--- config.mk ---
export PLATFORM = sky130hd
export DESIGN_NAME = dual_mode_queue_flat
export DESIGN_NICKNAME = d
export VERILOG_FILES = /design/src/rtl/dual_mode_queue_if.sv /design/src/rtl/dual_mode_queue.sv /design/src/flat_wrapper.sv
export SDC_FILE = /design/constraint.sdc
export NUM_CORES = 1
export LEC_CHECK = 0
export CAP_MARGIN = 20
export CORE_MARGIN = 5
export CORE_UTILIZATION = 50
export DETAILED_ROUTE_END_ITERATION = 12
export GPL_TIMING_DRIVEN = 1
export HOLD_SLACK_MARGIN = 0.12
export PLACE_DENSITY = 0.77
export SLEW_MARGIN = 30
export SYNTH_ARGS = -nofsm -noshare
export SYNTH_HDL_FRONTEND = slang
export SYNTH_SLANG_ARGS = --single-unit
--- constraint.sdc ---
create_clock -name clock -period 4.48 [get_ports clock]
set_clock_uncertainty 0.2 [all_clocks]
set_input_delay 0.448 -clock clock [delete_from_list [all_inputs] [get_ports clock]]
set_output_delay 0.448 -clock clock [all_outputs]
set_load 0.02 [all_outputs]
--- src/rtl/dual_mode_queue_if.sv ---
// dual_mode_queue_if: producer/consumer request bus and status outputs of the dual-mode queue
interface dual_mode_queue_if #(
    parameter int WIDTH  = 32,
    parameter int ADDR_W = 3
);
    logic              mode;
    logic              enqueue;
    logic              dequeue;
    logic              clear_err;
    logic [WIDTH-1:0]  data_in;
    logic [WIDTH-1:0]  data_out;
    logic              valid_out;
    logic              empty;
    logic              full;
    logic [ADDR_W:0]   count;
    logic              overflow;
    logic              underflow;

    modport master (
        output mode, enqueue, dequeue, clear_err, data_in,
        input  data_out, valid_out, empty, full, count, overflow, underflow
    );

    modport slave (
        input  mode, enqueue, dequeue, clear_err, data_in,
        output data_out, valid_out, empty, full, count, overflow, underflow
    );
endinterface

--- src/rtl/dual_mode_queue.sv ---
// dual_mode_queue: circular-buffer queue running as FIFO or LIFO, all slots usable,
// registered pop data with valid strobe and sticky overflow/underflow flags
module dual_mode_queue #(
    parameter int WIDTH  = 32,
    parameter int ADDR_W = 3
) (
    input  logic               clock,
    input  logic               reset,
    dual_mode_queue_if.slave   bus
);
    localparam logic [ADDR_W:0]   DEPTH = (ADDR_W+1)'(1 << ADDR_W);
    localparam logic [ADDR_W-1:0] P_ONE = ADDR_W'(1);
    localparam logic [ADDR_W:0]   C_ONE = (ADDR_W+1)'(1);

    logic [WIDTH-1:0]  r_mem [0:(1<<ADDR_W)-1];
    logic [ADDR_W-1:0] r_rd_ptr;
    logic [ADDR_W-1:0] r_wr_ptr;
    logic [ADDR_W:0]   r_count;
    logic              r_mode_q;
    logic [WIDTH-1:0]  r_data_out;
    logic              r_valid;
    logic              r_ovf;
    logic              r_unf;

    logic              w_em;
    logic              w_pop;
    logic              w_push;
    logic              w_lifo_pop;
    logic [ADDR_W-1:0] w_top;
    logic [ADDR_W-1:0] w_rd_addr;
    logic [ADDR_W-1:0] w_wr_addr;
    logic [ADDR_W-1:0] w_wr_nxt;
    logic [ADDR_W-1:0] w_rd_nxt;
    logic [ADDR_W:0]   w_count_nxt;

    // LIFO pop with push replaces the top in place, so the write goes to wr_ptr-1
    always_comb begin
        w_em        = (r_count == '0) ? bus.mode : r_mode_q;
        w_pop       = bus.dequeue && (r_count != '0);
        w_push      = bus.enqueue && ((r_count != DEPTH) || w_pop);
        w_lifo_pop  = w_em && w_pop;
        w_top       = r_wr_ptr - P_ONE;
        w_rd_addr   = w_em ? w_top : r_rd_ptr;
        w_wr_addr   = w_lifo_pop ? w_top : r_wr_ptr;
        w_count_nxt = (w_push && !w_pop) ? r_count + C_ONE :
                      (w_pop && !w_push) ? r_count - C_ONE : r_count;
        w_wr_nxt    = (w_em && w_count_nxt == '0)  ? '0 :
                      (w_push && !w_lifo_pop)      ? r_wr_ptr + P_ONE :
                      (w_lifo_pop && !w_push)      ? w_top : r_wr_ptr;
        w_rd_nxt    = w_em ? '0 : w_pop ? r_rd_ptr + P_ONE : r_rd_ptr;
    end

    always_ff @(posedge clock) begin
        if (w_push && reset) r_mem[w_wr_addr] <= bus.data_in;
    end

    always_ff @(posedge clock) begin
        if (!reset) begin
            r_rd_ptr   <= '0;
            r_wr_ptr   <= '0;
            r_count    <= '0;
            r_mode_q   <= 1'b0;
            r_data_out <= '0;
            r_valid    <= 1'b0;
            r_ovf      <= 1'b0;
            r_unf      <= 1'b0;
        end else begin
            r_rd_ptr   <= w_rd_nxt;
            r_wr_ptr   <= w_wr_nxt;
            r_count    <= w_count_nxt;
            r_mode_q   <= w_em;
            r_valid    <= w_pop;
            if (w_pop) r_data_out <= r_mem[w_rd_addr];
            r_ovf      <= (bus.enqueue && !w_push) || (r_ovf && !bus.clear_err);
            r_unf      <= (bus.dequeue && !w_pop) || (r_unf && !bus.clear_err);
        end
    end

    assign bus.data_out  = r_data_out;
    assign bus.valid_out = r_valid;
    assign bus.count     = r_count;
    assign bus.empty     = (r_count == '0);
    assign bus.full      = (r_count == DEPTH);
    assign bus.overflow  = r_ovf;
    assign bus.underflow = r_unf;
endmodule

--- src/flat_wrapper.sv ---
// flat-port wrapper written by rule: the top's interface ports become plain ports
module dual_mode_queue_flat 
#(
    parameter int WIDTH  = 32,
    parameter int ADDR_W = 3
)
  (clock, reset, bus_mode, bus_enqueue, bus_dequeue, bus_clear_err, bus_data_in, bus_data_out, bus_valid_out, bus_empty, bus_full, bus_count, bus_overflow, bus_underflow);
  dual_mode_queue_if #(.WIDTH(WIDTH), .ADDR_W(ADDR_W)) bus_i ();
  input  logic clock;
  input  logic reset;
  input wire logic [$bits(bus_i.mode)-1:0] bus_mode;
  input wire logic [$bits(bus_i.enqueue)-1:0] bus_enqueue;
  input wire logic [$bits(bus_i.dequeue)-1:0] bus_dequeue;
  input wire logic [$bits(bus_i.clear_err)-1:0] bus_clear_err;
  input wire logic [$bits(bus_i.data_in)-1:0] bus_data_in;
  output wire logic [$bits(bus_i.data_out)-1:0] bus_data_out;
  output wire logic [$bits(bus_i.valid_out)-1:0] bus_valid_out;
  output wire logic [$bits(bus_i.empty)-1:0] bus_empty;
  output wire logic [$bits(bus_i.full)-1:0] bus_full;
  output wire logic [$bits(bus_i.count)-1:0] bus_count;
  output wire logic [$bits(bus_i.overflow)-1:0] bus_overflow;
  output wire logic [$bits(bus_i.underflow)-1:0] bus_underflow;
  assign bus_i.mode = bus_mode;
  assign bus_i.enqueue = bus_enqueue;
  assign bus_i.dequeue = bus_dequeue;
  assign bus_i.clear_err = bus_clear_err;
  assign bus_i.data_in = bus_data_in;
  assign bus_data_out = bus_i.data_out;
  assign bus_valid_out = bus_i.valid_out;
  assign bus_empty = bus_i.empty;
  assign bus_full = bus_i.full;
  assign bus_count = bus_i.count;
  assign bus_overflow = bus_i.overflow;
  assign bus_underflow = bus_i.underflow;
  dual_mode_queue #(.WIDTH(WIDTH), .ADDR_W(ADDR_W)) u_core (.clock(clock), .reset(reset), .bus(bus_i));
endmodule
Word level (Yosys, flattened, before mapping)
Memories as Yosys holds them, arrays and structs flattened. A register that Yosys moved wholly into a read port is not among the register bits.
Index checks and enable logic that the tools add are counted.
{"block": "totals", "regBits": 14, "ram_bits": 256, "in_bits": 38, "memories": 1}
{"block": "classes", "n_addsub": 5, "n_eq_ne": 2, "mux": 9, "bitwise_logic": 1, "n_reduce_logical": 27}
{"name": "u_core.r_mem", "words": 8, "width": 32, "read_ports": 1, "rd_ports_with_merged_regs": 1, "wr": 1, "line_no": "dual_mode_queue.sv:15", "source": "logic [WIDTH-1:0] r_mem [0:(1<<ADDR_W)-1];"}
{"op": "$logic_and 1x1->1", "count": 13}
{"op": "$mux 3", "count": 4}
{"op": "$logic_not 4->1", "count": 2}
{"op": "$mux 4", "count": 2}
{"op": "$add 3x1->3 const B", "count": 2}
{"op": "$logic_not 1->1", "count": 5}
{"op": "$add 4x1->4 const B", "count": 1}
{"op": "$eq 4x4->1 const B", "count": 1}
{"op": "$ne 4x4->1 const B", "count": 1}
{"op": "$reduce_bool 4->1", "count": 1}
{"op": "$reduce_or 2->1", "count": 2}
{"op": "$sub 4x1->4 const B", "count": 1}
{"op": "$logic_or 1x1->1", "count": 3}
{"op": "$mux 1", "count": 3}
{"op": "$sub 3x1->3 const B", "count": 1}
{"op": "$reduce_bool 2->1", "count": 1}
{"op": "$not 1->1", "count": 1}

Longest topological paths before layout
Gate-level depths: netlist of the first run.
{"block": "logic_depth", "ltp_word": 11, "depth_mapped": 12, "depth_no_buf": 10}

Worst setup path before layout of the first run
Ideal clock, no wire load.
{"block": "synth_path", "path_kind": "reg2reg", "start": "reg u_core.r_count[0], in the netlist u_core.bus.count[0]", "end": "mem u_core.r_mem[4][0], enable pin", "setup_time_ns": 0.421, "t_arrival_ns": 3.194, "required_ns": 3.859, "path_slack_ns": 0.665, "path_stages_with_launch": 11, "path_buffers": 1, "path_cell_list": "dfxtp_1 -> inv_1 -> ha_1 -> or3b_1 -> buf_6 -> and3_1 -> inv_1 -> nor2_1 -> a21oi_1 -> nand3_1 -> nor2_1"}
{"block": "synth_via", "elab_chain_len": 7, "elab_cells_between_ends": 12}
{"item": "start: declaration", "line_no": "dual_mode_queue.sv:18", "source": "logic [ADDR_W:0] r_count;"}
{"item": "start signal: assignment", "line_no": "dual_mode_queue.sv:70", "source": "r_count <= w_count_nxt;"}
{"item": "$reduce_bool 4->1", "line_no": "dual_mode_queue.sv:39", "source": "w_pop = bus.dequeue && (r_count != '0);"}
{"item": "$logic_and 1x1->1", "line_no": "dual_mode_queue.sv:39"}
{"item": "$logic_or 1x1->1", "line_no": "dual_mode_queue.sv:40", "source": "w_push = bus.enqueue && ((r_count != DEPTH) || w_pop);"}
{"item": "$logic_and 1x1->1", "line_no": "dual_mode_queue.sv:40"}
{"item": "$logic_and 1x1->1", "line_no": "dual_mode_queue.sv:54", "source": "if (w_push && reset) r_mem[w_wr_addr] <= bus.data_in;"}
{"item": "$mux 1", "line_no": "dual_mode_queue.sv:54"}
{"item": "$mux 1 (not written as such)", "line_no": "dual_mode_queue.sv:54"}
{"item": "end: declaration", "line_no": "dual_mode_queue.sv:15"}
Parallel ways exist; a longest one is shown, timed or not.

Worst setup path in the final report of the first run
{"block": "layout_path", "start": "reg u_core.r_count[1], in the netlist u_core.bus.count[1]", "end": "mem u_core.r_mem[2][23], enable pin"}
Same word-level chain as after synthesis.

==> flow_summary_export.csv, run 1 <==
group,metric,value,unit
grt,use_met2,31.5,%
cts,hold_buffers,0,
route,drt_drc_violations_left,0,
cts,cts_buffers,29,
logic_synthesis,synth-seq-cells,302,
route,wl_per_cell,19.3,um
sta,timing.final.crit_share,79.3,%
critical_path,critPathBufInv,3,
sta,maxSlewViolCount,0,
logic_synthesis,synth_top_family_by_area,"simple AND/OR/NAND/NOR gates",
critical_path,crit_cells,9,
critical_path,crit_fanout,21,
critical_path,cp-startpoint,"u_core.bus.count[1]",
critical_path,critPathKind,"flop to flop",
floorplan,die_h,163,um
route,ant_nets,0,
critical_path,startpoint_type,"flop",
final_layout,final_area,0.0138,mm2
grt,overflow,0,
cts,post_cts_buffers,0,
route,viasPerCell,5.62,
outcome,outcome,"finished clean",
grt,grt_pass1_wl,38700,um
cts,root_buffer,"clkbuf_16",
min_path,hold_start,"u_core.bus.data_out[9]",
sta,finalSetupViolCount,0,
floorplan,num_io_pins,79,
logic_synthesis,synth.distinct_cells,43,
critical_path,slowest_stage,"or3b_1",
cts,clk_latency,540,ps
grt,grt_pass1_vias,7170,
floorplan,fp-row-count,56,
logic_synthesis,synthMuxAreaShare,3.20,%
critical_path,r2r_slack,930,ps
critical_path,cpMostUsedCell,"inv_1",
sta,finalHoldViolCount,0,
sta,fin_ws,927,ps
critical_path,critPathCapture,"u_core.r_mem[2][23]",
grt,use_met1,24.6,%
logic_synthesis,synth_compound_area_share,8.86,%
logic_synthesis,synth_xor_area_share,0.449,%
place,dp_hpwl,14300,um
route,vias,7052,
logic_synthesis,syn_area,0.0117,mm2
power_and_ir_drop,powerDensity,620,mW/mm2
grt,track_usage,18.3,%
logic_synthesis,synth_fa_ha_area_share,0.641,%
cts,cts_tree,"yes",
cts,cts_sinks,302,
place,io_buffers,78,
critical_path,reg2reg_to,"u_core.r_mem[2][23]",
grt,grt_max_degree,45,
sta,tns,0,ps
critical_path,worstRegToRegCells,9,
floorplan,core-area,0.0233,mm2
cts,cts_buffer_depth,3,
logic_synthesis,syn_area_per_cell,14.1,um2
critical_path,critPathCaptureType,"flop",
power_and_ir_drop,peakVddDrop,336,uV
cts,htreeDepth,1,
sta,min_period,3550,ps
critical_path,cpPeakStageDelay,590,ps
final_layout,layout-drive-gt1-share,8.66,%
final_layout,syn2layout_area_growth,18.2,%
critical_path,worstPathRequired,4490,ps
cts,clkTransAtPathRegs,60,ps
place,gp_congestion,0.813,
min_path,hp-class,"flop to flop",
floorplan,fp.dieW,163,um
final_layout,nets,956,
logic_synthesis,syn_nets,876,
critical_path,crit_chain,"inv_1 > ha_1 > or3b_1 > and3_1 > inv_1 > a21oi_1 > nand3b_1 > nor2_4 > buf_4",
grt,antenna_found_initial,1,
floorplan,die_area,0.0266,mm2
route,dr.pass1.iters,4,
power_and_ir_drop,power,0.00858,W
route,drt_iter0_markers,580,
place,dpl-instance-area,0.0129,mm2
logic_synthesis,synth_seq_area_share,73.6,%
sta,max_freq,0.281,GHz
power_and_ir_drop,power_leakage,4.75,nW
cts,post_cts_resized,0,
flow_run,cap_violations,0,
logic_synthesis,synthSimpleGateAreaFrac,10.3,%
floorplan,start_util,50.3,%
logic_synthesis,syn_inst,832,
place,post-place-ws,910,ps
logic_synthesis,yosysWarnings,0,
grt,busiest_layer,"met2",
critical_path,critical_path_arrival,3560,ps
sta,maxSlewHeadroom,42.4,%
critical_path,timing.rr.start,"u_core.bus.count[1]",
route,routed_wirelength,24200,um
grt,grt_util_met3,2.81,%
sta,rsz0062_at_grt,"no",
sta,worstMarginPinSlew,862,ps
critical_path,path_delay_family,"simple AND/OR/NAND/NOR gates",
## synth_stat cells, drive strengths merged
library cell | count | area, um2
xor2 | 3 | 26.3
clkbuf | 13 | 48.8
xnor2 | 3 | 26.3
nor2 | 20 | 75.1
o22ai | 2 | 12.5
or2 | 1 | 6.26
and3b | 1 | 8.76
nor2b | 1 | 6.26
a211oi | 1 | 7.51
and3 | 4 | 25.0
a21o | 1 | 7.51
nand3b | 1 | 7.51
a31oi | 32 | 200
mux2i | 37 | 374
dfxtp | 46 | 921
or3b | 1 | 8.76
o21ai | 7 | 35.0
a32oi | 32 | 280
nor3 | 3 | 15.0
nor4 | 1 | 12.5
a21oi | 11 | 58.8
a32o | 33 | 330
a21boi | 2 | 26.3
o211ai | 2 | 25.0
o221ai | 1 | 8.76
or3 | 1 | 6.26
a22oi | 6 | 45.0
edfxtp | 256 | 7690
nand2b | 7 | 46.3
and2 | 4 | 25.0
clkinv | 1 | 16.3
buf | 37 | 248
ha | 6 | 75.1
nand3 | 35 | 175
nand2 | 211 | 792
inv | 9 | 33.8
## logic make-up (layout without fill, tap and decap cells)
family,count (synthesis),in the layout
compound gates,130,130
flops,302,302
mux,37,37
other cells,0,1
fa+ha+maj,6,6
xor+xnor,6,6
buf+inv,60,163
simple gates,291,291
## stage by stage
step,util [%],cells,hold WS [ps]
global route,59.5,1255,298
floorplan,-,832,262
detailed placement,55.4,1200,260
finish,59.5,1255,270
global placement,55.3,1199,254
CTS,59.5,1254,275
## area by class of cell
cell class                 instances  area (um2)
clock inverter                    11         134
inverter                          10        50.0
tap                              319         399
sequential                       302        8610
fill                            1783        9430
timing repair buffer              99        1010
multi-input combinational        470        2830
antenna                            1        2.50
clock buffer                      43         808
## registers in the layout (all words and copies together), names as in the netlist
| name | flops |
|---|---|
| u_core.r_mem | 256 |
| u_core.bus.data_out | 32 |
| u_core.bus.count | 4 |
| u_core.r_rd_ptr | 3 |
| u_core.r_wr_ptr | 3 |
| u_core.bus.overflow | 1 |
| u_core.bus.underflow | 1 |
| u_core.bus.valid_out | 1 |
| u_core.r_mode_q | 1 |
## cell usage in the layout (no fill, tap or decap), drive strengths merged, types with 2 or more instances in the layout
master,n
o21ai,7
inv,11
nand2,211
a21boi,2
a31oi,32
xnor2,3
and3,4
clkdlybuf4s50,78
clkbuf,43
buf,21
nand3,35
clkinv,7
o211ai,2
mux2i,37
a22oi,6
a32o,33
nor2,20
o22ai,2
nand2b,7
ha,6
and2,4
xor2,3
dfxtp,46
edfxtp,256
bufinv,3
nor3,3
a32oi,32
a21oi,11
## report_power, final
group	switching (W)	total (W)	internal [W]
clock network	0.000986	0.00241	0.00142
registers	0.000146	0.00350	0.00336
logic	0.00170	0.00267	0.000964
total	0.00283	0.00858	0.00574
## metal layers
layer | up-vias | routed length [um]
met5 | - | 0
met4 | 0 | 567
met3 | 46 | 1560
met2 | 245 | 11900
met1 | 3469 | 10200
li1 | 3292 | -
## worst reg2reg max path, delay by kind of cell (launching register included)
family,cells,cell delay (ps)
AOI/OAI and AO/OA,1,100
adders and majority gates,1,180
DFF,1,370
buffers and inverters,3,620
and+or+nand+nor,4,1750
## how the worst min path moves through the flow
stage | to | slack, ps | cells after the start
after detailed placement | u_core.bus.data_out[9] | 260 | 1
final | u_core.bus.data_out[9] | 270 | 1
after floorplan | u_core.r_rd_ptr[1] | 260 | 2
after global routing | u_core.bus.data_out[5] | 300 | 1
after global placement | u_core.bus.data_out[2] | 250 | 1
after CTS | u_core.bus.data_out[9] | 270 | 1
No activity file was read; power rests on OpenSTA's default activity.
==> run 2: changes to the inputs <==
--- a/config.mk
+++ b/config.mk
@@ -11,7 +11,7 @@
 export DETAILED_ROUTE_END_ITERATION = 12
 export GPL_TIMING_DRIVEN = 1
 export HOLD_SLACK_MARGIN = 0.12
-export PLACE_DENSITY = 0.77
+export PLACE_DENSITY = 0.8
 export SLEW_MARGIN = 30
 export SYNTH_ARGS = -nofsm -noshare
 export SYNTH_HDL_FRONTEND = slang
==> constraint.sdc (replaced) <==
create_clock -name clock -period 2.95 [get_ports clock]
set_clock_uncertainty 0.2 [all_clocks]
set_input_delay 0.295 -clock clock [delete_from_list [all_inputs] [get_ports clock]]
set_output_delay 0.295 -clock clock [all_outputs]
set_load 0.02 [all_outputs]
==> run 2 against run 1 <==
Effect of this change: combinational power is 68% higher; power is 59% higher; global-route usage is 1.7 points higher; critical path depth is 4 lower; register-to-register slack worse by 760 ps; final area is 3.1% higher; critical path type is now flop to output pin; critical endpoint is now bus_empty; largest cell class unchanged; highest routed layer unchanged.
==> flow_summary_export.csv, run 2 (synthesized netlist as in run 1, its figures left out) <==
group,metric,value,unit
cts,clk_latency,540,ps
power_and_ir_drop,power_leakage,4.94,nW
critical_path,crit_chain,"inv_1 > ha_2 > or3b_4 > clkinv_8 > clkdlybuf4s50_1",
floorplan,fp-row-count,56,
final_layout,syn2layout_area_growth,21.8,%
critical_path,startpoint_type,"flop",
sta,timing.final.crit_share,94.8,%
sta,finalSetupViolCount,0,
route,viasPerCell,5.75,
place,io_buffers,78,
sta,tns,0,ps
floorplan,num_io_pins,79,
critical_path,crit_fanout,8,
grt,grt_max_degree,54,
critical_path,cp-startpoint,"u_core.bus.count[0]",
sta,maxSlewHeadroom,54.7,%
route,dr.pass1.iters,5,
critical_path,slowest_stage,"clkdlybuf4s50_1",
critical_path,critical_path_arrival,2300,ps
sta,rsz0062_at_grt,"no",
cts,cts_tree,"yes",
place,dpl-instance-area,0.0132,mm2
sta,max_freq,0.358,GHz
route,vias,7332,
floorplan,fp.dieW,163,um
cts,hold_buffers,0,
critical_path,critPathBufInv,3,
critical_path,worstPathRequired,2460,ps
place,dp_hpwl,15600,um
floorplan,die_h,163,um
route,drt_drc_violations_left,0,
grt,grt_pass1_wl,41700,um
outcome,outcome,"finished clean",
route,ant_nets,0,
floorplan,start_util,50.3,%
floorplan,core-area,0.0233,mm2
critical_path,path_delay_family,"buffers and inverters",
final_layout,instances_no_fill,1275,
final_layout,layout-drive-gt1-share,12.9,%
grt,grt_pass1_vias,7376,
cts,htreeDepth,1,
final_layout,largest_reg_flops,256,
route,wl_per_cell,21.0,um
grt,antenna_found_initial,1,
min_path,hold_start,"bus_enqueue",
route,drt_iter0_markers,746,
critical_path,timing.rr.start,"u_core.bus.count[0]",
min_path,hp-class,"input pin to flop",
grt,track_usage,20.1,%
critical_path,cpPeakStageDelay,610,ps
floorplan,die_area,0.0266,mm2
final_layout,regMostFlops,"u_core.r_mem",
grt,overflow,0,
sta,min_period,2800,ps
final_layout,final_area,0.0143,mm2
critical_path,critPathKind,"flop to output pin",
place,place_inst,1220,
critical_path,critPathCaptureType,"output pin",
route,routed_wirelength,26800,um
cts,cts_buffers,29,
sta,maxSlewViolCount,0,
final_layout,final_cell_mix,"256 x edfxtp_1, 210 x nand2_1, 78 x clkdlybuf4s50_1",
flow_run,cap_violations,0,
final_layout,nets,976,
place,gp_congestion,0.805,
cts,clkTransAtPathRegs,60,ps
cts,cts_sinks,302,
sta,worstMarginPinSlew,673,ps
power_and_ir_drop,peakVddDrop,686,uV
sta,finalHoldViolCount,0,
cts,root_buffer,"clkbuf_16",
final_layout,final_common_cell,"edfxtp_1",
power_and_ir_drop,powerDensity,959,mW/mm2
cts,cts_buffer_depth,3,
==> run 2: report_power, final <==
part           leakage [nW]  total [W]  switching [W]  internal (W)
registers              2.69    0.00532       0.000221       0.00510
logic                  1.75    0.00449        0.00276       0.00173
clock network         0.500    0.00387        0.00158       0.00229
==> run 2: layer usage <==
layer	global-route usage (%)	vias to the layer above	part of all wire, %
met5	0	-	0
met3	3.19	59	7.8
met4	7.13	0	3.0
met2	34.5	347	51
li1	-	3338	-
met1	26.0	3588	38
==> run 2: timing repair <==
action	in CTS	in global routing
setup buffers	0	0
setup endpoints to repair	0	91
gates resized for setup	0	2
==> run 2: final timing paths <==
check	end	slack [ps]	depth (start not counted)
max reg2reg	u_core.bus.data_out[1]	170	10
min	u_core.bus.overflow	250	3
min reg2reg	u_core.bus.data_out[9]	270	1
max	bus_empty	150	5
==> run 2: final cells by class <==
cell class                      instances  area [um2]
Inverter                               10        52.6
Timing Repair Buffer                  119        1310
Antenna cell                            1        2.50
Sequential cell                       302        8620
Fill cell                            1687        9000
Clock inverter                         19         221
Tap cell                              319         399
Clock buffer                           35         798
Multi-Input combinational cell        470        2860
==> run 2: worst min-delay path: cells and delay by family <==
family	cells	cell delay [ps]
buffers and inverters	1	480
AND/OR/NAND/NOR	1	90
AO/OA/AOI/OAI	1	70
==> run 2: stage by stage <==
stage / utilization (%) / hold WS, ps / power (W) / setup slack [ps]
2_1_floorplan: - / 194 / 0.00816 / 13.3
3_3_place_gp: 56.9 / 249 / 0.00972 / 152
3_5_place_dp: 56.9 / 255 / 0.00984 / 125
4_1_cts: 61.3 / 230 / 0.0137 / 49.0
5_1_grt: 61.3 / 281 / 0.0143 / 71.7
6_report: 61.3 / 250 / 0.0137 / 154
==> run 3: changes to the inputs <==
--- a/config.mk
+++ b/config.mk
@@ -6,12 +6,14 @@
 export NUM_CORES = 1
 export LEC_CHECK = 0
 export CAP_MARGIN = 20
+export CELL_PAD_IN_SITES_DETAIL_PLACEMENT = 1
+export CELL_PAD_IN_SITES_GLOBAL_PLACEMENT = 2
 export CORE_MARGIN = 5
-export CORE_UTILIZATION = 50
+export CORE_UTILIZATION = 38
 export DETAILED_ROUTE_END_ITERATION = 12
 export GPL_TIMING_DRIVEN = 1
 export HOLD_SLACK_MARGIN = 0.12
-export PLACE_DENSITY = 0.8
+export PLACE_DENSITY = 0.83
 export SLEW_MARGIN = 30
 export SYNTH_ARGS = -nofsm -noshare
 export SYNTH_HDL_FRONTEND = slang
==> run 3 against run 2 <==
Effect of this change: setup slack got worse by 59 ps; combinational power increased by 4.9%; clock power decreased by 7.2%; cell count increased by 7.5%; register-to-register slack got worse by 40 ps; hold slack got worse by 16 ps; sequential share of layout area decreased by 0.47 points; critical path type unchanged; largest cell class unchanged; largest power group unchanged; highest routed layer unchanged.
==> flow_summary_export.csv, run 3 (synthesized netlist as in run 1, its figures left out) <==
group,metric,value,unit
cts,root_buffer,"clkbuf_16",
route,vias,7353,
route,dr.pass1.iters,5,
grt,grt_pass1_wl,47200,um
grt,track_usage,17.7,%
final_layout,nets,993,
outcome,outcome,"finished clean",
final_layout,final_common_cell,"edfxtp_1",
floorplan,num_io_pins,79,
power_and_ir_drop,power_leakage,4.98,nW
sta,worstMarginPinSlew,947,ps
sta,timing.final.crit_share,96.8,%
critical_path,startpoint_type,"flop",
cts,htreeDepth,1,
critical_path,path_delay_family,"buffers and inverters",
place,dpl-instance-area,0.0134,mm2
route,viasPerCell,5.37,
place,io_buffers,78,
sta,rsz0062_at_grt,"no",
grt,grt_pass1_vias,8109,
final_layout,final_cell_mix,"256 x edfxtp_1, 209 x nand2_1, 78 x clkdlybuf4s50_1",
final_layout,syn2layout_area_growth,22.8,%
cts,cts_buffer_depth,3,
critical_path,slowest_stage,"clkdlybuf4s50_1",
final_layout,instances_no_fill,1370,
grt,overflow,0,
sta,finalSetupViolCount,0,
route,ant_nets,0,
grt,grt_max_degree,49,
critical_path,worstPathRequired,2460,ps
final_layout,diodes,0,
floorplan,start_util,38.4,%
route,wl_per_cell,22.3,um
cts,clkTransAtPathRegs,60,ps
place,dp_hpwl,18800,um
final_layout,multiInputGateArea,0.00286,mm2
floorplan,fp.dieW,185,um
route,routed_wirelength,30500,um
grt,antenna_found_initial,0,
floorplan,die_h,185,um
floorplan,core-area,0.0305,mm2
critical_path,crit_chain,"inv_2 > ha_2 > or3b_4 > clkinv_8 > buf_4 > clkdlybuf4s50_1",
sta,maxSlewHeadroom,36.9,%
final_layout,layout-drive-gt1-share,13.4,%
sta,max_freq,0.350,GHz
flow_run,cap_violations,0,
place,gp_congestion,0.742,
final_layout,fillers,3053,
critical_path,critPathBufInv,4,
min_path,hp-class,"input pin to flop",
critical_path,critPathCaptureType,"output pin",
place,place_inst,1311,
final_layout,final_area,0.0144,mm2
route,drt_iter0_markers,445,
cts,cts_sinks,302,
cts,cts_buffers,31,
critical_path,crit_fanout,7,
final_layout,regMostFlops,"u_core.r_mem",
power_and_ir_drop,powerDensity,949,mW/mm2
sta,tns,0,ps
floorplan,die_area,0.0344,mm2
sta,maxSlewViolCount,0,
cts,clk_latency,550,ps
floorplan,fp-row-count,64,
final_layout,largest_reg_flops,256,
power_and_ir_drop,peakVddDrop,588,uV
critical_path,critPathKind,"flop to output pin",
critical_path,cpPeakStageDelay,620,ps
route,drt_drc_violations_left,0,
final_layout,regArea,0.00862,mm2
cts,cts_tree,"yes",
sta,min_period,2860,ps
sta,finalHoldViolCount,0,
cts,hold_buffers,0,
critical_path,critical_path_arrival,2360,ps
## run 3: cell types whose count changed in the layout (fill, tap and decap cells not counted), moves of 2 or more
cell        before  now
clkbuf_1         1    4
bufinv_16        4    1
clkbuf_8         5    0
and2_1           3    1
clkinv_4         3    1
clkbuf_16       29   31
clkinvlp_4       3    0
clkinv_1         0   11
buf_4           23   38
and2_2           0    2
clkinv_2         7    9
## run 3: cell type report
| type | instances | area share, % |
|---|---|---|
| sequential | 302 | 60.0 |
| multi-input combinational | 470 | 19.9 |
| timing repair buffer | 134 | 9.89 |
| clock buffer | 35 | 5.50 |
| tap | 396 | 3.45 |
| clock inverter | 23 | 0.932 |
| inverter | 10 | 0.366 |
## run 3: worst paths after layout
check | to | slack (ps) | startpoint | depth (start not counted)
max reg2reg | u_core.r_mem[0][15] | 130 | u_core.bus.count[1] | 11
max | bus_empty | 90 | u_core.bus.count[1] | 6
min reg2reg | u_core.bus.data_out[18] | 270 | u_core.bus.data_out[18] | 1
min | u_core.bus.overflow | 230 | bus_enqueue | 3
## run 3: routing by layer
metal | track usage [%] | wire length (um) | vias up
li1 | - | - | 3365
met1 | 22.9 | 13200 | 3830
met2 | 31.7 | 15800 | 134
met3 | 2.68 | 1200 | 24
met4 | 3.55 | 326 | 0
met5 | 0 | 0 | -
## run 3: power by group
group | total, W | switching (W) | leakage, nW | internal (W)
Combinational | 0.00471 | 0.00288 | 1.82 | 0.00182
Sequential | 0.00534 | 0.000237 | 2.69 | 0.00510
Clock | 0.00359 | 0.00159 | 0.462 | 0.00200
Total | 0.0136 | 0.00471 | 4.98 | 0.00893
## run 3: worst min-delay path, delay by kind of cell
family | cells | cell delay [ps]
AO/OA/AOI/OAI | 1 | 70
buffers and inverters | 1 | 470
AND/OR/NAND/NOR | 1 | 90
## run 3: repair_timing
action,in CTS,in global routing
setup endpoints to repair,65,53
gates cloned,0,0
resized for setup,2,1
pin swaps,0,1
buffers inserted,0,1
## run 3: stage by stage
stage | setup slack [ps] | utilization [%] | hold WS (ps) | power, W
after floorplan | 13.3 | - | 194 | 0.00816
final | 94.6 | 47.1 | 234 | 0.0136
after global routing | 18.3 | 47.1 | 269 | 0.0143
after global placement | -229 | 44.0 | 252 | 0.00993
after CTS | 63.0 | 47.0 | 206 | 0.0137
after detailed placement | -23.1 | 44.0 | 259 | 0.0101
